### config.mk
export PLATFORM = sky130hd
export DESIGN_NAME = tt_pin_byte_tx
export DESIGN_NICKNAME = d
export VERILOG_FILES = /design/src/rtl/tt_pin_pkg.sv /design/src/rtl/tt_byte_fifo.sv /design/src/rtl/tt_pin_byte_tx.sv
export SDC_FILE = /design/constraint.sdc
export NUM_CORES = 1
export LEC_CHECK = 0
export BUFFER_PORTS_ARGS = -buffer_cell sky130_fd_sc_hd__buf_4
export CAP_MARGIN = 20
export CORE_MARGIN = 3
export CORE_UTILIZATION = 58
export DETAILED_ROUTE_END_ITERATION = 12
export PLACE_DENSITY_LB_ADDON = 0.05
export SYNTH_ARGS = -nofsm -noshare
export SYNTH_HDL_FRONTEND = slang
export SYNTH_SLANG_ARGS = --single-unit
### constraint.sdc
create_clock -name clk -period 3.34 [get_ports clk]
set_clock_uncertainty 0.2 [all_clocks]
set_input_delay 0.501 -clock clk [delete_from_list [all_inputs] [get_ports clk]]
set_output_delay 0.501 -clock clk [all_outputs]
set_load 0.005 [all_outputs]
### src/rtl/tt_pin_pkg.sv
// Shared types and constants for the pad-side byte transmitter.
package tt_pin_pkg;

  localparam int BYTE_W = 8;
  localparam int TX_W   = BYTE_W + 1;

  localparam logic [BYTE_W-1:0] OE_DRIVE   = 8'hFF;
  localparam logic [BYTE_W-1:0] OE_RELEASE = 8'h00;

  typedef enum logic [1:0] {
    IDLE,
    SETUP,
    WAIT_HI,
    WAIT_LO
  } state_t;

  typedef struct packed {
    logic              last;
    logic [BYTE_W-1:0] data;
  } tx_word_t;

endpackage

### src/rtl/tt_byte_fifo.sv
// Small synchronous FIFO of tx_word_t entries with an occupancy count.
module tt_byte_fifo
  import tt_pin_pkg::*;
#(
  parameter int DEPTH = 4
) (
  input  logic                     clk,
  input  logic                     rst_n,
  input  logic                     push,
  input  logic [TX_W-1:0]          wr_word,
  input  logic                     pop,
  output logic [TX_W-1:0]          rd_word,
  output logic [$clog2(DEPTH):0]   count
);

  localparam int AW = $clog2(DEPTH);
  localparam logic [AW:0] CNT_FULL = (AW + 1)'(DEPTH);

  tx_word_t          mem [DEPTH];
  logic [AW-1:0]     wr_ptr;
  logic [AW-1:0]     rd_ptr;
  logic [AW:0]       cnt;
  logic              do_push;
  logic              do_pop;

  // Pointers wrap naturally because DEPTH is a power of two.
  assign do_push = push && (cnt != CNT_FULL);
  assign do_pop  = pop && (cnt != '0);
  assign rd_word = mem[rd_ptr];
  assign count   = cnt;

  always_ff @(posedge clk) begin
    if (do_push) begin
      mem[wr_ptr] <= tx_word_t'(wr_word);
    end
  end

  always_ff @(posedge clk or negedge rst_n) begin
    if (!rst_n) begin
      wr_ptr <= '0;
      rd_ptr <= '0;
      cnt    <= '0;
    end else begin
      if (do_push) begin
        wr_ptr <= wr_ptr + 1'b1;
      end
      if (do_pop) begin
        rd_ptr <= rd_ptr + 1'b1;
      end
      case ({do_push, do_pop})
        2'b10:   cnt <= cnt + 1'b1;
        2'b01:   cnt <= cnt - 1'b1;
        default: cnt <= cnt;
      endcase
    end
  end

endmodule

### src/rtl/tt_pin_byte_tx.sv
// Byte transmitter to the TinyTapeout pads: FIFO-buffered bytes are sent to an
// external host with a 4-phase strobe/ack handshake on uio_out.
module tt_pin_byte_tx
  import tt_pin_pkg::*;
#(
  parameter int FIFO_DEPTH     = 4,
  parameter int SETUP_CYCLES   = 2,
  parameter int TIMEOUT_CYCLES = 255,
  parameter int SYNC_STAGES    = 2
) (
  input  logic       clk,
  input  logic       rst_n,
  input  logic       ena,
  input  logic       s_valid,
  output logic       s_ready,
  input  logic [7:0] s_data,
  input  logic       s_last,
  output logic [7:0] pin_data,
  output logic [7:0] pin_oe,
  output logic       pin_strobe,
  output logic       pin_last,
  input  logic       pin_ack,
  output logic       busy,
  output logic       err,
  input  logic       err_clr
);

  localparam int CNT_W = $clog2(FIFO_DEPTH) + 1;
  localparam int SU_W  = $clog2(SETUP_CYCLES + 1);
  localparam int TO_W  = $clog2(TIMEOUT_CYCLES + 1);
  localparam logic [CNT_W-1:0] CNT_FULL = CNT_W'(FIFO_DEPTH);
  localparam logic [SU_W-1:0]  SU_LAST  = SU_W'(SETUP_CYCLES - 1);
  localparam logic [TO_W-1:0]  TO_LAST  = TO_W'(TIMEOUT_CYCLES - 1);

  state_t                 state;
  tx_word_t               tx_word;
  tx_word_t               head_word;
  logic [SU_W-1:0]        setup_cnt;
  logic [TO_W-1:0]        to_cnt;
  logic [SYNC_STAGES-1:0] ack_sync;
  logic                   ack_s;
  logic [CNT_W-1:0]       fifo_count;
  logic [TX_W-1:0]        fifo_head;
  logic                   fifo_empty;
  logic                   fifo_pop;
  logic                   fifo_push;

  // s_valid/s_ready: a byte transfers on every edge where both are high;
  // s_ready depends only on the registered FIFO count, never on s_valid.
  assign s_ready    = (fifo_count != CNT_FULL);
  assign fifo_push  = s_valid && s_ready;
  assign fifo_empty = (fifo_count == '0);
  assign head_word  = tx_word_t'(fifo_head);

  // A new byte is loaded from IDLE, or straight from WAIT_LO once the host
  // has released ack, so oe stays driven across back-to-back bytes.
  assign fifo_pop = ena && !fifo_empty &&
                    ((state == IDLE) || ((state == WAIT_LO) && !ack_s));

  assign pin_data = tx_word.data;
  assign pin_last = tx_word.last;
  assign busy     = (state != IDLE) || !fifo_empty;
  assign ack_s    = ack_sync[SYNC_STAGES-1];

  tt_byte_fifo #(
    .DEPTH (FIFO_DEPTH)
  ) u_fifo (
    .clk     (clk),
    .rst_n   (rst_n),
    .push    (fifo_push),
    .wr_word ({s_last, s_data}),
    .pop     (fifo_pop),
    .rd_word (fifo_head),
    .count   (fifo_count)
  );

  always_ff @(posedge clk or negedge rst_n) begin
    if (!rst_n) begin
      ack_sync <= '0;
    end else begin
      ack_sync <= {ack_sync[SYNC_STAGES-2:0], pin_ack};
    end
  end

  always_ff @(posedge clk or negedge rst_n) begin
    if (!rst_n) begin
      state      <= IDLE;
      tx_word    <= '0;
      setup_cnt  <= '0;
      to_cnt     <= '0;
      pin_oe     <= OE_RELEASE;
      pin_strobe <= 1'b0;
      err        <= 1'b0;
    end else begin
      case (state)
        IDLE: begin
          if (fifo_pop) begin
            tx_word   <= head_word;
            pin_oe    <= OE_DRIVE;
            setup_cnt <= '0;
            to_cnt    <= '0;
            state     <= SETUP;
          end
        end
        SETUP: begin
          if (setup_cnt == SU_LAST) begin
            pin_strobe <= 1'b1;
            to_cnt     <= '0;
            state      <= WAIT_HI;
          end else begin
            setup_cnt <= setup_cnt + 1'b1;
          end
        end
        WAIT_HI: begin
          if (ack_s) begin
            pin_strobe <= 1'b0;
            to_cnt     <= '0;
            state      <= WAIT_LO;
          end else if (to_cnt == TO_LAST) begin
            err        <= 1'b1;
            pin_strobe <= 1'b0;
            pin_oe     <= OE_RELEASE;
            tx_word    <= '0;
            state      <= IDLE;
          end else begin
            to_cnt <= to_cnt + 1'b1;
          end
        end
        WAIT_LO: begin
          if (!ack_s) begin
            if (fifo_pop) begin
              tx_word   <= head_word;
              setup_cnt <= '0;
              to_cnt    <= '0;
              state     <= SETUP;
            end else begin
              pin_oe  <= OE_RELEASE;
              tx_word <= '0;
              state   <= IDLE;
            end
          end else if (to_cnt == TO_LAST) begin
            err     <= 1'b1;
            pin_oe  <= OE_RELEASE;
            tx_word <= '0;
            state   <= IDLE;
          end else begin
            to_cnt <= to_cnt + 1'b1;
          end
        end
        default: state <= IDLE;
      endcase
      // Later assignment wins: a clear beats a timeout set in the same cycle.
      if (err_clr) begin
        err <= 1'b0;
      end
    end
  end

endmodule

==> results by group <==
Global route
  – Initial antenna violation count: 0
  – GRT Residual Overflow: 0
  – First-pass GRT wire length: 9650 um
  – Vias in the first global route: 1,953
  – Pin count of the biggest net entering global routing: 41
  – Total GRT Usage: 0.203

Die
  – DIE AREA: 6540 um2
  – Site Rows: 26
  – Initial Utilization: 0.617
  – Die W: 80.9 um
  – Chip height: 80.9 um
  – CORE AREA: 5270 um2
  – Ports: 36

STA
  – Measured slew at the worst slew-check pin: 0.641 ns
  – Unrepaired setup endpoints after global routing: no
  – Final hold vios: 0
  – Slew Limit Fails: 0
  – Sum of negative setup slack: 0 ns
  – Slew Limit Headroom: 0.572
  – Minimum clock period: 2.57 ns
  – FMAX: 389 MHz
  – Final Setup Violations: 0
  – Final Cycle Share: 0.769

Place
  – RePlAce Congestion: 0.807
  – Port Buffers: 35
  – HPWL Detailed: 3730 um
  – Post-DP Area: 3570 um2

Detailed routing
  – Vias: 1,906
  – Antenna Nets Post-Route: 0
  – Via density: 5.76
  – # DRC: 0
  – DR pass1 iterations: 4
  – Routed WL: 5650 um
  – Initial drt markers: 94
  – WL/cell: 17.1 um

Clocking
  – Clock Latency Late Sink: 0.34 ns
  – CTS Sinks: 76
  – CTS root buffer: clkbuf_8
  – Clock transition at path regs: 0.08 ns
  – H-tree depth: 3
  – Clock tree from TritonCTS: built
  – Num CTS Buffers: 9
  – Cts repair resizes: 0
  – CTS Buffer Depth: 2

Setup path
  – Max stage delay on crit path: 0.52 ns
  – Max FO, Critical Path: 14
  – Endpoint type of the worst setup path: flip-flop
  – Arrival @ worst endpoint: 2.64 ns
  – Critical setup path kind: flip-flop to flip-flop
  – CP max-delay cell: dfrtp_1
  – Startpoint Class: flip-flop
  – Crit path cell chain: or2_2 -> a21oi_2 -> buf_4 -> ha_1 -> inv_1 -> fa_1 -> xor2_1 -> nor2_1 -> xor2_1
  – CP Data Required Time: 3.41 ns
  – Cell mode on critical path: xor2_1

Final layout
  – Multi-input gate area: 1080 um2
  – Nets: 280
  – Area occupied by registers: 2080 um2
  – Fillers: 359
  – Layout area overhead: 16.8%
  – Post-route cell area: 3800 um2
  – Antenna fix cells: 0
  – Fraction of layout cells with a size suffix above 1: 0.295

Hold path
  – Hold Path Class: input port to flip-flop

Synthesis
  – Post-Syn Nets: 239
  – EDFF count, synth: 36
  – Synth Warn #: 0
  – Syn Area/Cell: 15.1 um2
  – Ys async rst share: 0.526
  – Flops & latches, synth: 76
  – Cells after Synth: 215
  – Syn Std Cell Area: 3250 um2
  – Sequential share of the synthesized area: 0.640
  – Cell variety after synth: 50
  – Top FF cell, synth: dfrtp_1

Power and ir drop
  – Leakage: 1.54 nW
  – Pwr Density: 863 nW/um2
  – Peak supply drop: 0.475 mV

Outcome
  – Status: finished clean

Flow run
  – Max Cap Viol: 0
## power by group
group | switching (W) | total [W] | internal (W)
clock network | 0.000346 | 0.000770 | 0.000424
registers | 0.000240 | 0.00150 | 0.00126
logic | 0.000467 | 0.00101 | 0.000539
total | 0.00105 | 0.00328 | 0.00223
## kinds of logic after synthesis
| family | count (synthesis) | synth area share |
|---|---|---|
| and+or+nand+nor | 42 | 0.0785 |
| muxes | 10 | 0.0658 |
| AOI/OAI and AO/OA | 53 | 0.133 |
| xor gates and xnor gates | 7 | 0.0188 |
| buffers and inverters | 18 | 0.0265 |
| adders and majority gates | 9 | 0.0369 |
| DFF | 76 | 0.640 |
## repair_timing
item                      4_1_cts  5_1_grt
hold endpoints to repair       40        0
hold buffers                    1        0
setup buffers                   0        0
## path summary, 6_finish.rpt
path	slack, ns	cells after the start	endpoint	startpoint
min in group asynchronous	0.48	2	pin_oe[2]$_DFFE_PN0P_	rst_n
max	0.77	9	u_fifo.count[2]$_DFFE_PN0P_	state[1]$_DFFE_PN0P_
min	0.06	1	ack_sync[0]$_DFF_PN0_	pin_ack
max in group asynchronous	2.11	2	pin_data[3]$_DFFE_PN0P_	rst_n
max reg2reg	0.77	9	u_fifo.count[2]$_DFFE_PN0P_	state[1]$_DFFE_PN0P_
min reg2reg	0.16	0	ack_sync[1]$_DFF_PN0_	ack_sync[0]$_DFF_PN0_
## state kept, by name, indices dropped and copies added, names as in the netlist
name / cells
u_fifo.mem: 36
pin_data: 8
pin_oe: 8
to_cnt: 8
u_fifo.count: 3
ack_sync: 2
setup_cnt: 2
state: 2
u_fifo.rd_ptr: 2
u_fifo.wr_ptr: 2
err: 1
pin_last: 1
pin_strobe: 1
## Yosys cell counts (3+ instances only)
master     n  area [um2]
a221o_1    3        30.0
nand3_1    4        20.0
a31oi_1    3        18.8
a22o_1     9        78.8
edfxtp_1  36        1080
a21oi_1    5        25.0
mux4_2     9         203
xnor2_1    4        35.0
nor2_1     4        15.0
o22ai_1    4        25.0
o21ai_0    5        25.0
and3_1     9        56.3
ha_1       8         100
o21a_1     8        60.1
xor2_1     3        26.3
dfrtp_1   40        1000
nand2_1    8        30.0
o21ai_2    3        26.3
inv_1     11        41.3
## metal layers
layer / global-route usage / wire (um) / vias to the layer above
li1: - / - / 909
met1: 0.254 / 2440 / 948
met2: 0.331 / 2880 / 39
met3: 0.0455 / 204 / 10
met4: 0.106 / 125 / 0
met5: 0 / 0 / -
## final cells by class
cell class	count	share of cell area
repair buffers	37	0.0738
clock buffers	9	0.0326
well taps	70	0.0230
clock inverters	7	0.0263
inverters	11	0.0109
multi-input cells	121	0.285
flip-flops and latches	76	0.548
## stage by stage
stage	instances	total power (W)	utilization	hold WS (ns)	worst slack (ns)
after floorplan	215	0.00219	-	0.00541	0.892
after global placement	314	0.00251	0.677	0.132	0.842
after detailed placement	314	0.00254	0.677	0.141	0.789
after CTS	331	0.00332	0.721	0.0447	0.763
after global routing	331	0.00350	0.721	0.0390	0.626
final	331	0.00328	0.721	0.0623	0.770
## worst max-delay path: cells and delay by family, from the launching register on
kind	cells	cell delay (ns)
DFF	1	0.52
AOI/OAI and AO/OA	1	0.13
buffers and inverters	2	0.27
adders and majority gates	2	0.58
xor gates and xnor gates	2	0.30
and+or+nand+nor	2	0.51
## placed cells by master, fill, tap and decap left out, types with 2 or more instances in the layout
cell         n
a31oi_1      3
nor2_1       4
o22ai_1      4
and2_1       2
bufinv_16    2
xor2_1       3
nand3_1      4
nand3b_1     2
a221o_1      3
inv_1       11
clkbuf_8     9
buf_4       36
nor3_1       2
ha_1         8
a21oi_1      5
o21ai_0      5
xnor2_1      4
mux4_2       9
o2bb2ai_1    2
dfrtp_1     40
and4_2       2
and3_1       9
nand2_1      8
a22o_1       9
o22a_1       2
o21ai_2      3
edfxtp_1    36
o21a_1       8
clkinvlp_4   3
Note: power is estimated with default switching activity, not from simulation.
